### src/rtl/core_pkg.sv
// Shared RV32I decode definitions: opcodes, immediate formats and the ID/EX bundle.
package core_pkg;

  localparam logic [6:0] OP_LUI    = 7'b0110111;
  localparam logic [6:0] OP_AUIPC  = 7'b0010111;
  localparam logic [6:0] OP_JAL    = 7'b1101111;
  localparam logic [6:0] OP_JALR   = 7'b1100111;
  localparam logic [6:0] OP_BRANCH = 7'b1100011;
  localparam logic [6:0] OP_LOAD   = 7'b0000011;
  localparam logic [6:0] OP_STORE  = 7'b0100011;
  localparam logic [6:0] OP_IMM    = 7'b0010011;
  localparam logic [6:0] OP_REG    = 7'b0110011;

  typedef enum logic [2:0] {IMM_NONE, IMM_I, IMM_S, IMM_B, IMM_U, IMM_J} imm_type_t;

  typedef struct packed {
    logic        valid;
    logic [6:0]  opcode;
    logic [6:0]  funct7;
    logic [2:0]  funct3;
    logic [31:0] num1;
    logic [31:0] num2;
    logic [31:0] pc;
    logic [31:0] imm;
    logic [4:0]  rd;
    logic        regwe;
    logic        load;
    logic        store;
  } id_ex_t;

  // An all-zero slot reads as "no instruction" to the ALU: no branch, zero result.
  localparam id_ex_t ID_EX_BUBBLE = '0;

  function automatic imm_type_t imm_type(input logic [6:0] op);
    case (op)
      OP_JALR, OP_LOAD, OP_IMM: return IMM_I;
      OP_STORE:                 return IMM_S;
      OP_BRANCH:                return IMM_B;
      OP_LUI, OP_AUIPC:         return IMM_U;
      OP_JAL:                   return IMM_J;
      default:                  return IMM_NONE;
    endcase
  endfunction

  function automatic logic [31:0] imm_of(input imm_type_t t, input logic [31:0] instr);
    case (t)
      IMM_I:   return {{20{instr[31]}}, instr[31:20]};
      IMM_S:   return {{20{instr[31]}}, instr[31:25], instr[11:7]};
      IMM_B:   return {{19{instr[31]}}, instr[31], instr[7], instr[30:25], instr[11:8], 1'b0};
      IMM_U:   return {instr[31:12], 12'b0};
      IMM_J:   return {{11{instr[31]}}, instr[31], instr[19:12], instr[20], instr[30:21], 1'b0};
      default: return 32'b0;
    endcase
  endfunction

endpackage

### src/rtl/core_regfile.sv
// Integer register file: x1..x31, two async read ports, one sync write port,
// with same-cycle write data bypassed onto the read ports.
module core_regfile (
  input  logic        clk,
  input  logic        rst,
  input  logic [4:0]  raddr1,
  output logic [31:0] rdata1,
  input  logic [4:0]  raddr2,
  output logic [31:0] rdata2,
  input  logic        we,
  input  logic [4:0]  waddr,
  input  logic [31:0] wdata
);

  logic [31:0] regs [31:1];

  always_ff @(posedge clk or posedge rst) begin
    if (rst) begin
      for (int i = 1; i < 32; i++) regs[i] <= '0;
    end else if (we && waddr != 5'd0) begin
      regs[waddr] <= wdata;
    end
  end

  always_comb begin
    rdata1 = '0;
    rdata2 = '0;
    if (raddr1 != 5'd0) rdata1 = (we && waddr == raddr1) ? wdata : regs[raddr1];
    if (raddr2 != 5'd0) rdata2 = (we && waddr == raddr2) ? wdata : regs[raddr2];
  end

endmodule

### src/rtl/core_id_stage.sv
// RV32I decode stage and ID/EX register. Define CORE_ID_FORWARD_EN for EX/MEM
// bypassing; without it, any RAW on an in-flight producer stalls until WB.
module core_id_stage
  import core_pkg::*;
#(
  parameter logic [31:0] RESET_PC = 32'h0000_0000
) (
  input  logic        clk,
  input  logic        rst,
  input  logic        i_valid,
  input  logic [31:0] i_instr,
  input  logic [31:0] i_pc,
  output logic        o_stall,
  input  logic        i_flush,
  output logic        o_jal,
  output logic [31:0] o_jal_target,
  input  logic [4:0]  i_ex_rd,
  input  logic        i_ex_regwe,
  input  logic        i_ex_load,
  input  logic [31:0] i_ex_result,
  input  logic [4:0]  i_mem_rd,
  input  logic        i_mem_regwe,
  input  logic [31:0] i_mem_result,
  input  logic        i_wb_we,
  input  logic [4:0]  i_wb_rd,
  input  logic [31:0] i_wb_data,
  output logic        o_valid,
  output logic [6:0]  o_opcode,
  output logic [6:0]  o_funct7,
  output logic [2:0]  o_funct3,
  output logic [31:0] o_num1u,
  output logic [31:0] o_num2u,
  output logic [31:0] o_pc,
  output logic [31:0] o_immu,
  output logic [4:0]  o_rd,
  output logic        o_regwe,
  output logic        o_load,
  output logic        o_store
);

  logic [6:0]  opcode;
  logic [4:0]  rs1, rs2, rd;
  logic        use_rs1, use_rs2, writes_rd;
  logic [31:0] rf_rdata1, rf_rdata2;
  logic [31:0] num1, num2;
  logic        haz1, haz2, stall_raw;
  id_ex_t      id_ex_d, id_ex_q;

  assign opcode = i_instr[6:0];
  assign rs1    = i_instr[19:15];
  assign rs2    = i_instr[24:20];
  assign rd     = i_instr[11:7];

  always_comb begin
    use_rs1   = 1'b0;
    use_rs2   = 1'b0;
    writes_rd = 1'b0;
    case (opcode)
      OP_LUI, OP_AUIPC, OP_JAL: writes_rd = 1'b1;
      OP_JALR, OP_LOAD, OP_IMM: begin
        use_rs1   = 1'b1;
        writes_rd = 1'b1;
      end
      OP_BRANCH, OP_STORE: begin
        use_rs1 = 1'b1;
        use_rs2 = 1'b1;
      end
      OP_REG: begin
        use_rs1   = 1'b1;
        use_rs2   = 1'b1;
        writes_rd = 1'b1;
      end
      default: ;
    endcase
  end

  core_regfile u_regfile (
    .clk    (clk),
    .rst    (rst),
    .raddr1 (rs1),
    .rdata1 (rf_rdata1),
    .raddr2 (rs2),
    .rdata2 (rf_rdata2),
    .we     (i_wb_we),
    .waddr  (i_wb_rd),
    .wdata  (i_wb_data)
  );

`ifdef CORE_ID_FORWARD_EN
  // Only a load in EX cannot be bypassed: its data does not exist yet.
  assign haz1 = (rs1 != 5'd0) && i_ex_regwe && i_ex_load && (i_ex_rd == rs1);
  assign haz2 = (rs2 != 5'd0) && i_ex_regwe && i_ex_load && (i_ex_rd == rs2);

  always_comb begin
    num1 = rf_rdata1;
    num2 = rf_rdata2;
    if (rs1 != 5'd0) begin
      if (i_ex_regwe && !i_ex_load && i_ex_rd == rs1) num1 = i_ex_result;
      else if (i_mem_regwe && i_mem_rd == rs1)        num1 = i_mem_result;
    end
    if (rs2 != 5'd0) begin
      if (i_ex_regwe && !i_ex_load && i_ex_rd == rs2) num2 = i_ex_result;
      else if (i_mem_regwe && i_mem_rd == rs2)        num2 = i_mem_result;
    end
    if (!use_rs1) num1 = '0;
    if (!use_rs2) num2 = '0;
  end
`else
  assign haz1 = (rs1 != 5'd0) &&
                ((i_ex_regwe && i_ex_rd == rs1) || (i_mem_regwe && i_mem_rd == rs1));
  assign haz2 = (rs2 != 5'd0) &&
                ((i_ex_regwe && i_ex_rd == rs2) || (i_mem_regwe && i_mem_rd == rs2));
  assign num1 = use_rs1 ? rf_rdata1 : '0;
  assign num2 = use_rs2 ? rf_rdata2 : '0;

  logic unused_fwd;
  assign unused_fwd = ^{i_ex_load, i_ex_result, i_mem_result};
`endif

  assign stall_raw    = i_valid && ((use_rs1 && haz1) || (use_rs2 && haz2));
  assign o_stall      = stall_raw && !i_flush && !rst;
  assign o_jal        = i_valid && !i_flush && !rst && !stall_raw && (opcode == OP_JAL);
  assign o_jal_target = i_pc + imm_of(IMM_J, i_instr);

  always_comb begin
    id_ex_d = ID_EX_BUBBLE;
    if (i_valid && !i_flush && !stall_raw) begin
      id_ex_d.valid  = 1'b1;
      id_ex_d.opcode = opcode;
      id_ex_d.funct7 = i_instr[31:25];
      id_ex_d.funct3 = i_instr[14:12];
      id_ex_d.num1   = num1;
      id_ex_d.num2   = num2;
      id_ex_d.pc     = i_pc;
      id_ex_d.imm    = imm_of(imm_type(opcode), i_instr);
      id_ex_d.rd     = rd;
      id_ex_d.regwe  = writes_rd && (rd != 5'd0);
      id_ex_d.load   = (opcode == OP_LOAD);
      id_ex_d.store  = (opcode == OP_STORE);
    end
  end

  always_ff @(posedge clk or posedge rst) begin
    if (rst) begin
      id_ex_q    <= ID_EX_BUBBLE;
      id_ex_q.pc <= RESET_PC;
    end else begin
      id_ex_q <= id_ex_d;
    end
  end

  assign o_valid  = id_ex_q.valid;
  assign o_opcode = id_ex_q.opcode;
  assign o_funct7 = id_ex_q.funct7;
  assign o_funct3 = id_ex_q.funct3;
  assign o_num1u  = id_ex_q.num1;
  assign o_num2u  = id_ex_q.num2;
  assign o_pc     = id_ex_q.pc;
  assign o_immu   = id_ex_q.imm;
  assign o_rd     = id_ex_q.rd;
  assign o_regwe  = id_ex_q.regwe;
  assign o_load   = id_ex_q.load;
  assign o_store  = id_ex_q.store;

endmodule

### config.mk
export PLATFORM = sky130hd
export DESIGN_NAME = core_id_stage
export DESIGN_NICKNAME = d
export VERILOG_FILES = /design/src/rtl/core_pkg.sv /design/src/rtl/core_regfile.sv /design/src/rtl/core_id_stage.sv
export SDC_FILE = /design/constraint.sdc
export NUM_CORES = 2
export LEC_CHECK = 0
export CELL_PAD_IN_SITES_DETAIL_PLACEMENT = 0
export CELL_PAD_IN_SITES_GLOBAL_PLACEMENT = 1
export CORE_UTILIZATION = 30
export CTS_BUF_LIST = sky130_fd_sc_hd__clkbuf_4 sky130_fd_sc_hd__clkbuf_8
export CTS_CLUSTER_DIAMETER = 150
export DETAILED_ROUTE_END_ITERATION = 8
export PLACE_DENSITY = 0.63
export SYNTH_ARGS = -nofsm -noshare
export SYNTH_HDL_FRONTEND = slang
export SYNTH_SLANG_ARGS = --single-unit
### constraint.sdc
create_clock -name clk -period 40.7 [get_ports clk]
set_input_delay 4.07 -clock clk [delete_from_list [all_inputs] [get_ports clk]]
set_output_delay 4.07 -clock clk [all_outputs]
set_load 0.005 [all_outputs]
* Word level (Yosys, flattened, before mapping)
Cells that the tools add are included.
** Word-level totals
- Bits in registers :: 1146
- Bits of input ports :: 183
- Output and inout port bits :: 188
- Logic and storage cells :: 124
** Cells by class
- $add $sub $neg :: 1
- Order comparisons :: 4
- Eq/ne operators :: 20
- Mux-type cells :: 20
- Reductions and logical operators :: 36
** Operators by type and width (number)
- $bwmux W992 :: 1
- $bmux W32 S5 :: 2
- $mux W32 :: 9
- $demux W32 S5 :: 1
- $pmux W32 S5 :: 1
- $mux W154 :: 1
- $add A32 B32 Y32 :: 1
- $eq A5 B5 Y1 :: 6
- $eq A7 B6 Y1 const B :: 3
- $eq A7 B7 Y1 const B :: 3
- $logic_and A1 B1 Y1 :: 21
- $reduce_bool A5 Y1 :: 4
- $lt A5 B6 Y1 const B :: 3
- $pmux W3 S5 :: 1
- $eq A7 B5 Y1 const B :: 2
- $eq A7 B2 Y1 const B :: 1
- $reduce_or A7 Y1 :: 1
- $eq A3 B2 Y1 const B :: 2
- $eq A3 B3 Y1 const B :: 2
- $reduce_or A3 Y1 :: 2
- $reduce_or A6 Y1 :: 1
- $ge A5 B1 Y1 const B :: 1
- $eq A3 B1 Y1 const B :: 1
- $logic_not A1 Y1 :: 3
- 4 further kinds :: 8

* Logic depth before layout (Yosys ltp)
- Depth in word-level cells :: 13
- Depth in mapped cells :: 12
- Gate-level depth less buffers :: 10

* Modules after synthesis
From an unflattened synthesis, not the netlist that was laid out.
** Unflattened totals
- Cell total of the unflattened synthesis :: 4348
- Area total of the unflattened synthesis :: 60910.9 µm²
** By module, submodules not included
- core_regfile :: times used 1, cells an instance 3670, area each 53615.2 µm², sequential area each 24823.8 µm²
- core_id_stage :: times used 1, cells an instance 678, area each 7295.7 µm², sequential area each 3853.7 µm²

* Least setup slack after synthesis
No wires, ideal clock.
- Kind :: input to output
- From :: in i_instr[22]
- To :: out o_jal_target[23]
- Arrival :: 6.632 ns
- Data required time :: 36.630 ns
- Path slack :: 29.998 ns
- Stages :: 12
- Path buffers :: 3
- Cells stage by stage :: clkbuf_1 > buf_2 > buf_2 > inv_1 > fa_1 > nor2b_1 > o2111ai_1 > nand3_1 > a311o_1 > a21oi_1 > o31ai_1 > xnor2_1
** On the way
- Cells in the longest elaborated chain, start to end :: 1
** Ends and longest elaborated chain
- start, declared :: line core_id_stage.sv:11 : input logic [31:0] i_instr,
- $add A32 B32 Y32 :: line core_id_stage.sv:123 : assign o_jal_target = i_pc + imm_of(IMM_J, i_instr);
- end, declared :: line core_id_stage.sv:16 : output logic [31:0] o_jal_target,
No other way between the ends.

* Final worst setup path
- From :: in i_instr[25]
- To :: out o_jal_target[24]
Same word-level chain as after synthesis.

==> results.md <==
- Initial Utilization: 30.19%
- RSZ-0062 raised after global routing: no
- Hold path depth: 1
- Post-Synth Adder-Cell Area: 0.6553%
- Worst path required time: about 37 ns
- F_max: 84.02 MHz
- Routability cong.: 0.8219
- Row cnt: 164
- CTS resizes: 0
- Vias in the first global route: between 30000 and 40000
- Core box area: roughly 200000 um2
- Vias per cell: roughly 5.4
- Initial antenna violation count: 13
- CTS H-Tree Depth: 4
- # port buffers: 305
- Violated checks: DRC
- Crit path max fanout: 7
- CTS root buf: clkbuf_8
- Fraction of registers with async set/reset: 100.0%
- PwrDens: 46.79 nW/um2
- Period utilisation layout: 29.24%
- Clk pin slew, worst setup/hold paths: 0.06 ns
- Fraction of the mapped netlist area in compound gates: 3.743%
- Postcts setup bufs: 0
- Syn_nets: 4194
- Predominant post-synthesis flop cell: dfrtp_1
- Area grow syn2layout: 16.78%
- Hold Vio Cnt, Final: 0
- I/O pin cnt: 371
- Commonest non-fill, non-tap cell in the layout: dfrtp_1
- Peak supply drop: 0.03401 mV
- Die height: roughly 450 um
- Crit end category: primary output
- FF+latch count, synth: 1146
- Iteration-0 DRC Markers: 2969
- Mux cell area share after synthesis: a little over two fifths
- CTS tree: built
- Syn avg cell area: 15.16 um2
- Slew @ Worst Pin: 1.213 ns
- Final Critical Period: 11.90 ns
- Clock Latency Late Sink: 0.94 ns
- Crit path kind: in -> out
- Post-synthesis simple-gate area fraction: under 10%
- Via count: 37730
- Hold-fix buffers, CTS: 0
- Setup_tns: 0 ns
- Xor and xnor area share after synthesis: 0.8129%
- Rel. slew slack: around a fifth
- Remaining routing DRC violations: 200
- Yosys warnings: 0
- Layout Cells excl Fill: 6998
- DRT antenna net count: 0
- Clk_skew: about 0.057 ns
- Syn Inst Count: 3980
- Status: finished, violations left
- Post-route cell area: 70460 um2
- WL/cell: 28.18 um
- Layout Nets: about 4400
- LEAKAGE: 30.05 nW
- Cell total after placement: 6636
- All-Layer GR Usage: about a fifth
- Netlist cell types: 65
- Critical Path AT: 7.83 ns
- Largest net degree at the start of global routing: 147
- Die width: 450.5 um
- Share of layout cells above drive strength 1: 49.15%
- DRT Pass-1 Iters: 8
- First-pass GRT wire length: between 200000 and 300000 um
- Post-synth EDFFs: 0
- Final Max Slew Viols: 0
- Clock buffer depth: 3
- DP HPWL: 112600 um
- Final wirelength: 197200 um
- Commonest cells after routing, fill and taps aside: 1146 x dfrtp_1, 1063 x mux2_2, 555 x mux4_2, 295 x clkdlybuf4s50_1, 250 x clkbuf_8
- Clock net sink count: roughly 1100
- Total gr overflow: 0
- Sequential area share after synthesis: 47.53%
- Final count of negative-setup-slack endpoints: 0
- Die ar.: 202900 um2
- Post-Syn Area: between 60000 and 70000 um2
- Reg2Reg Depth: 5
- Largest family of logic cells by synthesized area: multiplexers
- Placed Area: 66080 um2
- Launching element type of the critical path: input pin
- Hold crit path type: reg -> reg
- Max_cap viols: 0
- Clock buffer count from CTS: 198
[power by group]
part | leakage (nW) | internal [W] | switching [W]
clock network | 2.31 | 0.000650 | 0.000511
registers | 14.8 | 0.00134 | 0.000136
logic | 12.9 | 0.000413 | 0.000252
[flip-flops by register name, indices dropped and copies added, names as in the netlist, 3 cells and up]
signal	cells
o_funct3	3
o_funct7	7
o_immu	32
o_num1u	32
o_rd	5
u_regfile.regs	992
o_num2u	32
o_pc	32
o_opcode	7
[worst max-delay path: stages]
cell and delay [ns]:
clkdlybuf4s50_1 0.50, ha_1 0.41, o211ai_1 0.11, o21bai_1 0.37, o2111ai_1 0.16, a32oi_1 0.73, a41o_1 0.35, mux2_1 0.33
nor3_1 0.18, clkdlybuf4s50_1 0.60
[per-layer routing]
layer	wire (um)	global-route usage [%]	part of all wire, %	vias to the layer above
met1	83600	25.63	42	20480
met5	13	0	0.0066	-
met2	96730	32.42	49	1197
li1	-	-	-	15740
met4	5525	5.711	2.8	2
met3	11350	3.637	5.8	314
[cells in the mapped netlist (all sizes together), types with 30 or more instances]
library cell	count	area, um2
o21ai	31	155.1
and2	61	381.6
buf	171	850.8
nand2	123	461.7
o211a	32	320.3
mux4	555	12500
a22oi	33	247.7
nor2	86	322.8
a22o	47	411.6
mux2	1071	12060
mux2i	56	560.5
ha	30	375.4
xnor2	37	324.1
dfrtp	1146	28680
a21oi	58	290.3
clkbuf	233	874.6
[stage by stage]
| stage | hold WS, ns | util, % | total power [W] | setup slack (ns) |
|---|---|---|---|---|
| 5_1_grt | 0.5322 | 35.25 | 0.003463 | 28.59 |
| 6_report | 0.5229 | 35.26 | 0.003297 | 28.80 |
| 3_3_place_gp | 0.4993 | 33.06 | 0.002133 | 28.75 |
| 4_1_cts | 0.5225 | 35.25 | 0.003336 | 28.79 |
| 3_5_place_dp | 0.5088 | 33.06 | 0.002158 | 28.79 |
| 2_1_floorplan | 0.4906 | - | 0.001968 | 4.354 |
[logic make-up (layout without fill, tap and decap cells)]
group,Yosys count,in the layout
AOI/OAI and AO/OA,306,306
xor gates and xnor gates,56,56
adders and majority gates,31,31
buffers and inverters,420,774
DFF,1146,1146
muxes,1682,1682
other,0,8
and+or+nand+nor,339,339
[final timing paths]
| path | from | to | slack [ns] |
|---|---|---|---|
| max | i_instr[25] | o_jal_target[24] | 28.80 |
| min | u_regfile.regs[873] | u_regfile.regs[873] | 0.52 |
| max reg2reg | u_regfile.regs[471] | o_num2u[23] | 38.44 |
| min reg2reg | u_regfile.regs[873] | u_regfile.regs[873] | 0.52 |
| max in group asynchronous | rst | o_num2u[24] | 32.51 |
| min in group asynchronous | rst | o_opcode[0] | 3.89 |
[final cells by class]
cell class                 instances  area, um2
tap                             2656       3323
multi-input combinational       2414      30130
sequential                      1146      28680
clock buffer                     320       3966
antenna                            8      20.02
fill                           19300     129400
timing repair buffer             404       3887
clock inverter                    34      395.4
inverter                          16      67.56
(Power assumes the default switching activity.)
